**src/rtl/song_recorder_pkg.sv**
```systemverilog
// rtl/song_recorder_pkg.sv - shared field widths, state encoding and note helpers for the song recorder
package song_recorder_pkg;

  localparam int NOTE_KEY_BITS = 7;
  localparam int OCT_BITS      = 3;
  localparam int NOTE_IDX_BITS = 3;
  localparam int LEN_BITS      = 3;
  localparam int ENTRY_BITS    = OCT_BITS + NOTE_IDX_BITS + LEN_BITS;

  localparam logic [NOTE_IDX_BITS-1:0] REST_NOTE = '0;

  typedef enum logic [1:0] {
    REC_IDLE = 2'd0,
    REC_REC  = 2'd1,
    REC_DONE = 2'd2
  } rec_state_t;

  function automatic logic [NOTE_KEY_BITS-1:0] note_onehot(input logic [NOTE_IDX_BITS-1:0] idx);
    logic [NOTE_KEY_BITS-1:0] oh;
    oh = '0;
    for (int i = 0; i < NOTE_KEY_BITS; i++)
      if (int'(idx) == i + 1) oh[i] = 1'b1;
    return oh;
  endfunction

endpackage

```
**src/rtl/song_recorder_rec_buffer.sv**
```systemverilog
// rtl/song_recorder_rec_buffer.sv - simple dual-port entry RAM with a registered read port
module rec_buffer #(
  parameter int DEPTH = 64,
  parameter int WIDTH = 9
) (
  input  logic                     clk,
  input  logic                     rst_n,
  input  logic                     we,
  input  logic [$clog2(DEPTH)-1:0] wr_addr,
  input  logic [WIDTH-1:0]         wr_data,
  input  logic [$clog2(DEPTH)-1:0] rd_addr,
  output logic [WIDTH-1:0]         rd_data
);

  logic [WIDTH-1:0] mem [DEPTH];

  always_ff @(posedge clk) begin
    if (we) mem[wr_addr] <= wr_data;
  end

  // Same-address read and write in one cycle returns the old word.
  always_ff @(posedge clk or negedge rst_n) begin
    if (!rst_n) rd_data <= '0;
    else        rd_data <= mem[rd_addr];
  end

endmodule

```
**src/rtl/song_recorder.sv**
```systemverilog
// rtl/song_recorder.sv - captures played notes, quantises their length and stores song entries
// Optional macro SONG_RECORDER_REST_EN: store long rests as note-0 entries.
module song_recorder
  import song_recorder_pkg::*;
#(
  parameter int DEPTH      = 64,
  parameter int TICK_DIV   = 1_000_000,
  parameter int UNIT_TICKS = 25,
  parameter int MAX_LEN    = 7
) (
  input  logic                       clk,
  input  logic                       rst_n,
  input  logic                       en,
  input  logic                       start,
  input  logic                       stop,
  input  logic [NOTE_KEY_BITS-1:0]   note_key,
  input  logic [OCT_BITS-1:0]        octave,
  input  logic [$clog2(DEPTH)-1:0]   rd_addr,
  output logic [ENTRY_BITS-1:0]      rd_data,
  output logic [$clog2(DEPTH):0]     count,
  output logic                       recording,
  output logic                       full,
  output logic [NOTE_KEY_BITS-1:0]   led
);

  localparam int AW  = $clog2(DEPTH);
  localparam int SAT = MAX_LEN * UNIT_TICKS;
  localparam int DW  = $clog2(SAT + 1);
  localparam int PW  = (TICK_DIV > 1) ? $clog2(TICK_DIV) : 1;
  localparam logic [AW:0]   FULL_CNT = (AW+1)'(DEPTH);
  localparam logic [DW-1:0] DUR_SAT  = DW'(SAT);
  localparam logic [PW-1:0] PRE_TOP  = PW'(TICK_DIV - 1);

  rec_state_t               state;
  logic [PW-1:0]            presc;
  logic [DW-1:0]            dur;
  logic [NOTE_IDX_BITS-1:0] cur_note;
  logic [OCT_BITS-1:0]      cur_oct;
  logic [NOTE_IDX_BITS-1:0] key_idx;
  logic [LEN_BITS-1:0]      len;
  logic                     keep;
  logic                     tick;
  logic                     seg_end;
  logic                     rec_active;
  logic                     commit;

  always_comb begin
    key_idx = REST_NOTE;
    for (int i = NOTE_KEY_BITS - 1; i >= 0; i--)
      if (note_key[i]) key_idx = NOTE_IDX_BITS'(i + 1);
  end

  // len counts how many unit boundaries dur has passed, i.e. ceil(dur/UNIT_TICKS) capped at MAX_LEN.
  always_comb begin
    len = '0;
    for (int k = 0; k < MAX_LEN; k++)
      if (int'(dur) > k * UNIT_TICKS) len = len + LEN_BITS'(1);
    if (len == '0) len = LEN_BITS'(1);
  end

  always_comb begin
    keep = 1'b0;
    if (cur_note == REST_NOTE) begin
`ifdef SONG_RECORDER_REST_EN
      keep = (int'(dur) >= UNIT_TICKS);
`else
      keep = 1'b0;
`endif
    end else begin
      keep = (int'(dur) >= UNIT_TICKS / 2);
    end
  end

  assign full       = (count == FULL_CNT);
  assign tick       = (state == REC_REC) && (presc == PRE_TOP);
  assign seg_end    = (key_idx != cur_note) || (dur == DUR_SAT);
  assign rec_active = (state == REC_REC) && en && !start;
  assign commit     = rec_active && !full && (stop || seg_end) && keep;

  always_ff @(posedge clk or negedge rst_n) begin
    if (!rst_n) begin
      state     <= REC_IDLE;
      count     <= '0;
      presc     <= '0;
      dur       <= '0;
      cur_note  <= REST_NOTE;
      cur_oct   <= '0;
      recording <= 1'b0;
      led       <= '0;
    end else if (!en) begin
      state     <= REC_IDLE;
      recording <= 1'b0;
      led       <= '0;
    end else if (start) begin
      state     <= REC_REC;
      count     <= '0;
      presc     <= '0;
      dur       <= '0;
      cur_note  <= key_idx;
      cur_oct   <= octave;
      recording <= 1'b1;
      led       <= note_onehot(key_idx);
    end else if (state == REC_REC) begin
      if (full || stop) begin
        state     <= REC_DONE;
        recording <= 1'b0;
        led       <= '0;
        if (commit) count <= count + 1'b1;
      end else begin
        presc <= tick ? '0 : presc + PW'(1);
        if (seg_end) begin
          if (commit) count <= count + 1'b1;
          cur_note <= key_idx;
          cur_oct  <= octave;
          dur      <= '0;
          led      <= note_onehot(key_idx);
        end else if (tick && dur != DUR_SAT) begin
          dur <= dur + DW'(1);
        end
      end
    end
  end

  rec_buffer #(
    .DEPTH (DEPTH),
    .WIDTH (ENTRY_BITS)
  ) u_buf (
    .clk     (clk),
    .rst_n   (rst_n),
    .we      (commit),
    .wr_addr (count[AW-1:0]),
    .wr_data ({cur_oct, cur_note, len}),
    .rd_addr (rd_addr),
    .rd_data (rd_data)
  );

endmodule

```
**config.mk**
```make
export PLATFORM = sky130hd
export DESIGN_NAME = song_recorder
export DESIGN_NICKNAME = d
export VERILOG_FILES = /design/src/rtl/song_recorder_pkg.sv /design/src/rtl/song_recorder_rec_buffer.sv /design/src/rtl/song_recorder.sv
export SDC_FILE = /design/constraint.sdc
export NUM_CORES = 1
export LEC_CHECK = 0
export CELL_PAD_IN_SITES_DETAIL_PLACEMENT = 0
export CELL_PAD_IN_SITES_GLOBAL_PLACEMENT = 1
export CORE_MARGIN = 5
export CORE_UTILIZATION = 49
export DETAILED_ROUTE_END_ITERATION = 8
export PLACE_DENSITY_LB_ADDON = 0.1
export SYNTH_ARGS = -nofsm -noshare
export SYNTH_HDL_FRONTEND = slang
export SYNTH_SLANG_ARGS = --single-unit
```
**constraint.sdc**
```tcl
create_clock -name clk -period 6 [get_ports clk]
set_input_delay 0.6 -clock clk [delete_from_list [all_inputs] [get_ports clk]]
set_output_delay 0.6 -clock clk [all_outputs]
set_load 0.02 [all_outputs]
```
==> results by group, run 1 <==
Floorplanning
  • Initial core utilization: 49.2%
  • Die area: 57200 µm²
  • Row cnt: 84
  • Io pins: 46
  • Chip width: 239 µm
  • Die height: 239 µm
  • Core Box Area: 52200 µm²

Clock network
  • Post-CTS Setup Repair Bufs: 0
  • Cts bufs inserted: 68
  • Root Driver: clkbuf_16
  • Clock buffer depth: 3
  • Skew-Pair Late Insertion Delay: 610 ps
  • Num Clock Sinks: 635
  • Post_cts resized: 0
  • H-Tree Depth: 3
  • CTS tree: yes
  • # hold bufs at CTS: 0
  • Reg clk slew, reported paths: 60 ps

Global route
  • Gr usage total: 21.1%
  • Total grt overflow: 0
  • Initial antenna violation count: 3
  • Global-route wire length before repair: 87600 µm
  • Largest net degree at the start of global routing: 74
  • Vias in the first global route: 12800

Power and ir drop
  • Seq pwr share: 51.1%
  • Pwr/cell area: 337 nW/µm²
  • Lkg Pwr: 9.52 nW
  • Clock Power Share: 42.5%
  • Sw Share: 22.0%
  • Max VDD drop: 0.214 mV
  • P_sw: 0.00217 W
  • Internal Dissipation: 0.00767 W
  • Comb power frac: 6.4%

Routing
  • Final antenna-violating net count: 0
  • Drt pass-1 iters: 5
  • # DRC: 0
  • Post-Route WL: 59100 µm
  • DR vias: 12600
  • Drt first-iter violations: 1129
  • DR vias/cell: 5.94
  • DR WL/cell: 27.9 µm

Logic synthesis
  • Sequential-to-total area share from yosys stat: 73.0%
  • Area leader, netlist: edfxtp_1
  • Most used DFF post-synth: edfxtp_1
  • Synth Net Count: 1333
  • Post-synth EDFFs: 576
  • Post-synth cell types: 65
  • Post-synth top cells: edfxtp_1, mux4_2, nor2_1
  • Total number of yosys warnings: 0
  • Largest cells by area after synthesis: edfxtp_1, mux4_2, dfrtp_1, nor2_1, ha_1
  • Yosys reg bits: 635
  • Most common cell in the netlist: edfxtp_1
  • Share of Yosys cell area claimed by the top area cell type: 67.3%
  • Async SR Flop Fraction: 9.29%
  • Mapped cell area: 25700 µm²
  • Gate Count Post-Synth: 1297
  • Syn_area_per_cell: 19.8 µm²

Flow run
  • Max cap viols: 0

Setup path
  • Critical path class: reg -> reg
  • Worst path arrival time: 5520 ps
  • Reg2Reg Setup Slack: 900 ps
  • Critical path's top delay family: simple AND/OR/NAND/NOR gates
  • Launch point of the worst reg-to-reg path: dur[5]
  • CP endpoint kind: flip-flop
  • Worst-path cell chain: nor4_1 > nand3_1 > ha_1 > or3_1 > and2_1 > ha_1 > nor2b_1 > a31o_1 > ha_1 > nand2_1 > o211ai_1 > a21oi_1 > ha_1 > nor2_1 > nand2_1 > o21ai_0 > mux2i_1 > o22ai_1 > a21o_2 > buf_4
  • Reg2reg end: u_buf.mem[2][0]
  • CP max FO: 26
  • Worst EP required: 6420 ps
  • Slowest cell on crit path: dfrtp_1
  • Worst Setup Start Kind: flip-flop
  • Most repeated library cell on the critical path: ha_1
  • WP buf/inv: 1
  • Worst Reg-to-Reg Cells: 20
  • Critical Path Max Stage Delay: 490 ps

Timing
  • Max Slew Vio Count: 0
  • Fin Setup TNS: 0 ps
  • Clock Skew: 26.4 ps
  • Minimum clock period: 5100 ps
  • Slew @ Worst Pin: 1140 ps
  • Relative slew slack: 23.5%
  • Final setup fails: 0
  • Period Utilization, post-route: 85.0%
  • Fmax: 196 MHz
  • RSZ-0062 raised after global routing: no
  • Final hold violation count: 0

Cells and area
  • Fill cell total of the finished layout: 3963
  • Layout Nets: 1413
  • Share of cells above drive strength 1: 24.0%
  • Syn-to-layout area delta: 13.7%
  • Post-route cell area: 29200 µm²

Min path
  • Hold Path Class: in -> async

Place
  • Gp weighted congestion: 0.771
  • Placed cell area: 27000 µm²
  • DPL Wire Length: 36400 µm
  • IO buf count: 45

Status
  • Outcome: finished, final reports clean
## kinds of logic (layout without fill, tap and decap cells)
group / count (synthesis) / in the layout / synth area share [%]
AOI/OAI and AO/OA: 84 / 84 / 2.10
xor gates and xnor gates: 22 / 22 / 0.749
adders and majority gates: 15 / 15 / 0.730
buffers and inverters: 87 / 222 / 1.55
DFF: 635 / 635 / 73.0
muxes: 202 / 202 / 17.1
other: 0 / 1 / 0
and+or+nand+nor: 252 / 252 / 4.74
## layout by cell type, fill, tap and decap left out, drive strengths merged, types with 8 or more instances in the layout
| cell | count |
|---|---|
| nand3 | 22 |
| clkbuf | 90 |
| clkinv | 29 |
| inv | 21 |
| mux4 | 189 |
| nand2 | 38 |
| or3 | 8 |
| ha | 15 |
| buf | 36 |
| xnor2 | 18 |
| and3 | 9 |
| clkdlybuf4s50 | 40 |
| mux2 | 12 |
| dfrtp | 59 |
| nor2 | 108 |
| nor2b | 8 |
| nor4 | 14 |
| a21oi | 10 |
| nor3 | 17 |
| o21ai | 33 |
| edfxtp | 576 |
## registers in the layout (all words and copies together) (netlist names)
name and flops:
cur_note 3, state 2, u_buf.mem 576, led 7, dur 8, u_buf.rd_data 9, cur_oct 3, count 7
presc 20
## worst register-to-register path: stages (launching register included)
cell,delay (ps)
dfrtp_1,490
nor4_1,430
nand3_1,210
ha_1,240
or3_1,390
and2_1,150
ha_1,270
nor2b_1,150
a31o_1,250
ha_1,310
nand2_1,90
o211ai_1,90
a21oi_1,210
ha_1,280
nor2_1,170
nand2_1,70
o21ai_0,80
mux2i_1,90
o22ai_1,130
a21o_2,450
buf_4,360
## through the flow
| stage | hold WS [ps] | util (%) | setup WS [ps] | total power [W] | instances |
|---|---|---|---|---|---|
| after CTS | 144 | 56.0 | 962 | 0.00994 | 2120 |
| final | 139 | 56.0 | 899 | 0.00984 | 2121 |
| after global routing | 188 | 56.0 | 556 | 0.0102 | 2120 |
| after global placement | 480 | 51.7 | 1130 | 0.00575 | 1995 |
| after floorplan | 304 | - | 238 | 0.00547 | 1297 |
| after detailed placement | 484 | 51.7 | 982 | 0.00577 | 1995 |
## layer usage
metal	routed length, µm	part of all wire, %	track usage, %
met5	0	0	0
met4	1070	1.8	5.43
met3	4150	7.0	4.29
met2	28300	48	32.7
met1	25500	43	31.5
## how the worst max path moves through the flow
stage,start,endpoint,slack [ps],cells past startpoint
finish,dur[5],u_buf.mem[2][0],900,20
floorplan,dur[6],u_buf.mem[0][2],240,16
CTS,dur[5],u_buf.mem[28][0],960,20
global route,dur[1],u_buf.mem[19][0],560,24
global placement,dur[5],u_buf.mem[10][0],1130,20
detailed placement,dur[5],u_buf.mem[19][0],980,20
## layout make-up
class	instances	area [µm²]	area share (%)
multi-input combinational	575	6580	22.5
antenna	1	2.50	0.00856
inverter	21	78.8	0.270
clock inverter	35	347	1.19
tap	688	861	2.94
sequential	635	18800	64.2
timing repair buffer	76	702	2.40
clock buffer	90	1890	6.46
## power by group through the flow
stage          logic (W)  registers (W)  clock network [W]
2_1_floorplan   0.000302        0.00517                  0
5_1_grt         0.000681        0.00503            0.00448
3_3_place_gp    0.000638        0.00512                  0
6_report        0.000632        0.00503            0.00418
3_5_place_dp    0.000647        0.00512                  0
4_1_cts         0.000647        0.00503            0.00426
(Power assumes the default switching activity.)
==> run 2, diff against run 1 <==
Settings changed: CAP_MARGIN set to 20.
==> run 2 against run 1 <==
Effect of this change:
- sequential power about the same
- combinational power hardly changed
- clock power fell by 5.5%
- clock skew down 11 ps
- wire length down 0.32%
- final area shrank 0.27%
- cell count rose by 0.28%
- register-to-register slack improved by 100 ps
- critical path type unchanged
- critical endpoint is now u_buf.mem[21][0]
==> results by group, run 2 (synthesized netlist as in run 1, its figures left out) <==
Cells and area
  • Post-layout util: 55.8%
  • FF+latch area: 18800 µm²
  • Commonest cells after routing, fill and taps aside: edfxtp_1, mux4_2, nor2_1, clkbuf_16, dfrtp_1
  • Commonest non-fill, non-tap cell in the layout: edfxtp_1
  • Layout Nets: 1419
  • Fin cells: 2127
  • Area of the multi-input gates: 6580 µm²
  • Top flop regs: u_buf.mem: 576 flops, presc: 20 flops, u_buf.rd_data: 9 flops
  • Max reg flops: 576
  • Syn-to-layout area delta: 13.4%
  • Most flops, register: u_buf.mem
  • Share of cells above drive strength 1: 24.0%
  • Fill cell total of the finished layout: 3982

Floorplanning
  • Io pins: 46
  • Die height: 239 µm
  • Die area: 57200 µm²
  • Row cnt: 84
  • Chip width: 239 µm
  • Core Box Area: 52200 µm²
  • Initial core utilization: 49.2%

Status
  • Outcome: finished, final reports clean

Setup path
  • Worst EP required: 6410 ps
  • Worst Setup Start Kind: flip-flop
  • Critical path's top delay family: simple AND/OR/NAND/NOR gates
  • CP max FO: 26
  • Worst path arrival time: 5410 ps
  • Critical path class: reg -> reg
  • CP endpoint kind: flip-flop
  • Most repeated library cell on the critical path: ha_1
  • Worst-path cell chain: nor4_1 > nand3_1 > ha_1 > or3_1 > and2_1 > ha_1 > nor2b_1 > a31o_1 > ha_1 > nand2_1 > o211ai_1 > a21oi_1 > ha_1 > nor2_1 > nand2_1 > o21ai_0 > mux2i_1 > o22ai_1 > a21o_2 > buf_4
  • WP buf/inv: 1
  • Slowest cell on crit path: dfrtp_1
  • Critical Path Max Stage Delay: 480 ps

Clock network
  • # hold bufs at CTS: 0
  • H-Tree Depth: 3
  • Post_cts resized: 0
  • Cts bufs inserted: 68
  • Post-CTS Setup Repair Bufs: 0
  • Root Driver: clkbuf_16
  • Clock buffer depth: 3
  • Reg clk slew, reported paths: 60 ps
  • Num Clock Sinks: 635
  • CTS tree: yes
  • Skew-Pair Late Insertion Delay: 600 ps

Timing
  • RSZ-0062 raised after global routing: no
  • Relative slew slack: 28.0%
  • Final hold violation count: 0
  • Fmax: 200 MHz
  • Worst Setup Slack, final: 999 ps
  • Max Slew Vio Count: 0
  • Final setup fails: 0
  • Period Utilization, post-route: 83.4%
  • Fin Setup TNS: 0 ps
  • Slew @ Worst Pin: 1080 ps
  • Minimum clock period: 5000 ps
  • Clock Skew: 15.2 ps

Flow run
  • Max cap viols: 0

Routing
  • DR vias: 12600
  • Drt pass-1 iters: 5
  • Post-Route WL: 58900 µm
  • DR vias/cell: 5.93
  • DR WL/cell: 27.7 µm
  • Final antenna-violating net count: 0
  • Drt first-iter violations: 1221
  • # DRC: 0

Global route
  • Largest net degree at the start of global routing: 74
  • Total grt overflow: 0
  • Initial antenna violation count: 4
  • Global-route wire length before repair: 87300 µm
  • Vias in the first global route: 13000
  • Gr usage total: 21.0%

Place
  • Gp weighted congestion: 0.771
  • Dpl ws: 999 ps
  • IO buf count: 45
  • DPL Wire Length: 36400 µm
  • Placed cells: 1996

Power and ir drop
  • Max VDD drop: 0.196 mV
  • Pwr/cell area: 329 nW/µm²
  • Lkg Pwr: 9.48 nW

Min path
  • Hold Path Class: in -> async
[run 2: cell count changes in the layout (fill, tap and decap cells not counted), moves of 2 or more]
cell,previous run,this run
buf_6,1,6
bufinv_16,6,1
clkbuf_1,16,25
clkbuf_8,2,4
clkinv_1,13,7
clkinv_8,3,0
inv_6,0,3
[run 2: per-stage QoR]
step / hold WS (ps) / cell area [µm²] / total power (W)
after global routing: 207 / 29200 / 0.00993
after global placement: 480 / 27000 / 0.00575
after detailed placement: 484 / 27000 / 0.00577
after floorplan: 304 / 25700 / 0.00547
after CTS: 152 / 29100 / 0.00971
final: 149 / 29200 / 0.00961
[run 2: worst paths after layout]
check	depth (start not counted)	slack, ps	startpoint	to
max	20	1000	dur[5]	u_buf.mem[21][0]
min	1	150	rst_n	u_buf.rd_data[0]
max reg2reg	20	1000	dur[5]	u_buf.mem[21][0]
min reg2reg	1	490	cur_oct[1]	cur_oct[1]
max in group asynchronous	1	5190	rst_n	cur_oct[0]
min in group clk	1	490	cur_oct[1]	cur_oct[1]
[run 2: worst register-to-register path: cells and delay by family (launching register included)]
family	cells	cell delay, ps
buffers and inverters	1	350
and+or+nand+nor	8	1610
AOI/OAI and AO/OA	6	1180
DFF	1	480
muxes	1	90
adders and majority gates	4	1100
[run 2: final cells by class]
cell class	instances	area share, %
Antenna cell	2	0.0172
Clock buffer	100	6.60
Clock inverter	24	0.566
Inverter	21	0.270
Multi-Input combinational cell	575	22.6
Sequential cell	635	64.4
Tap cell	688	2.95
Timing Repair Buffer	82	2.63
[run 2: metal layers]
metal | track usage [%] | share of wire, % | up-vias | wire length, µm
li1 | - | - | 5491 | -
met1 | 30.6 | 43 | 6668 | 25300
met2 | 33.2 | 48 | 374 | 28400
met3 | 3.99 | 6.5 | 81 | 3850
met4 | 5.64 | 2.2 | 0 | 1280
met5 | 0 | 0 | - | 0
[run 2: where the power goes]
group          leakage, nW  total, W  switching [W]  internal [W]
clock                 1.02   0.00395        0.00167       0.00228
combinational         2.43  0.000632       0.000405      0.000227
sequential            6.03   0.00503      0.0000634       0.00496
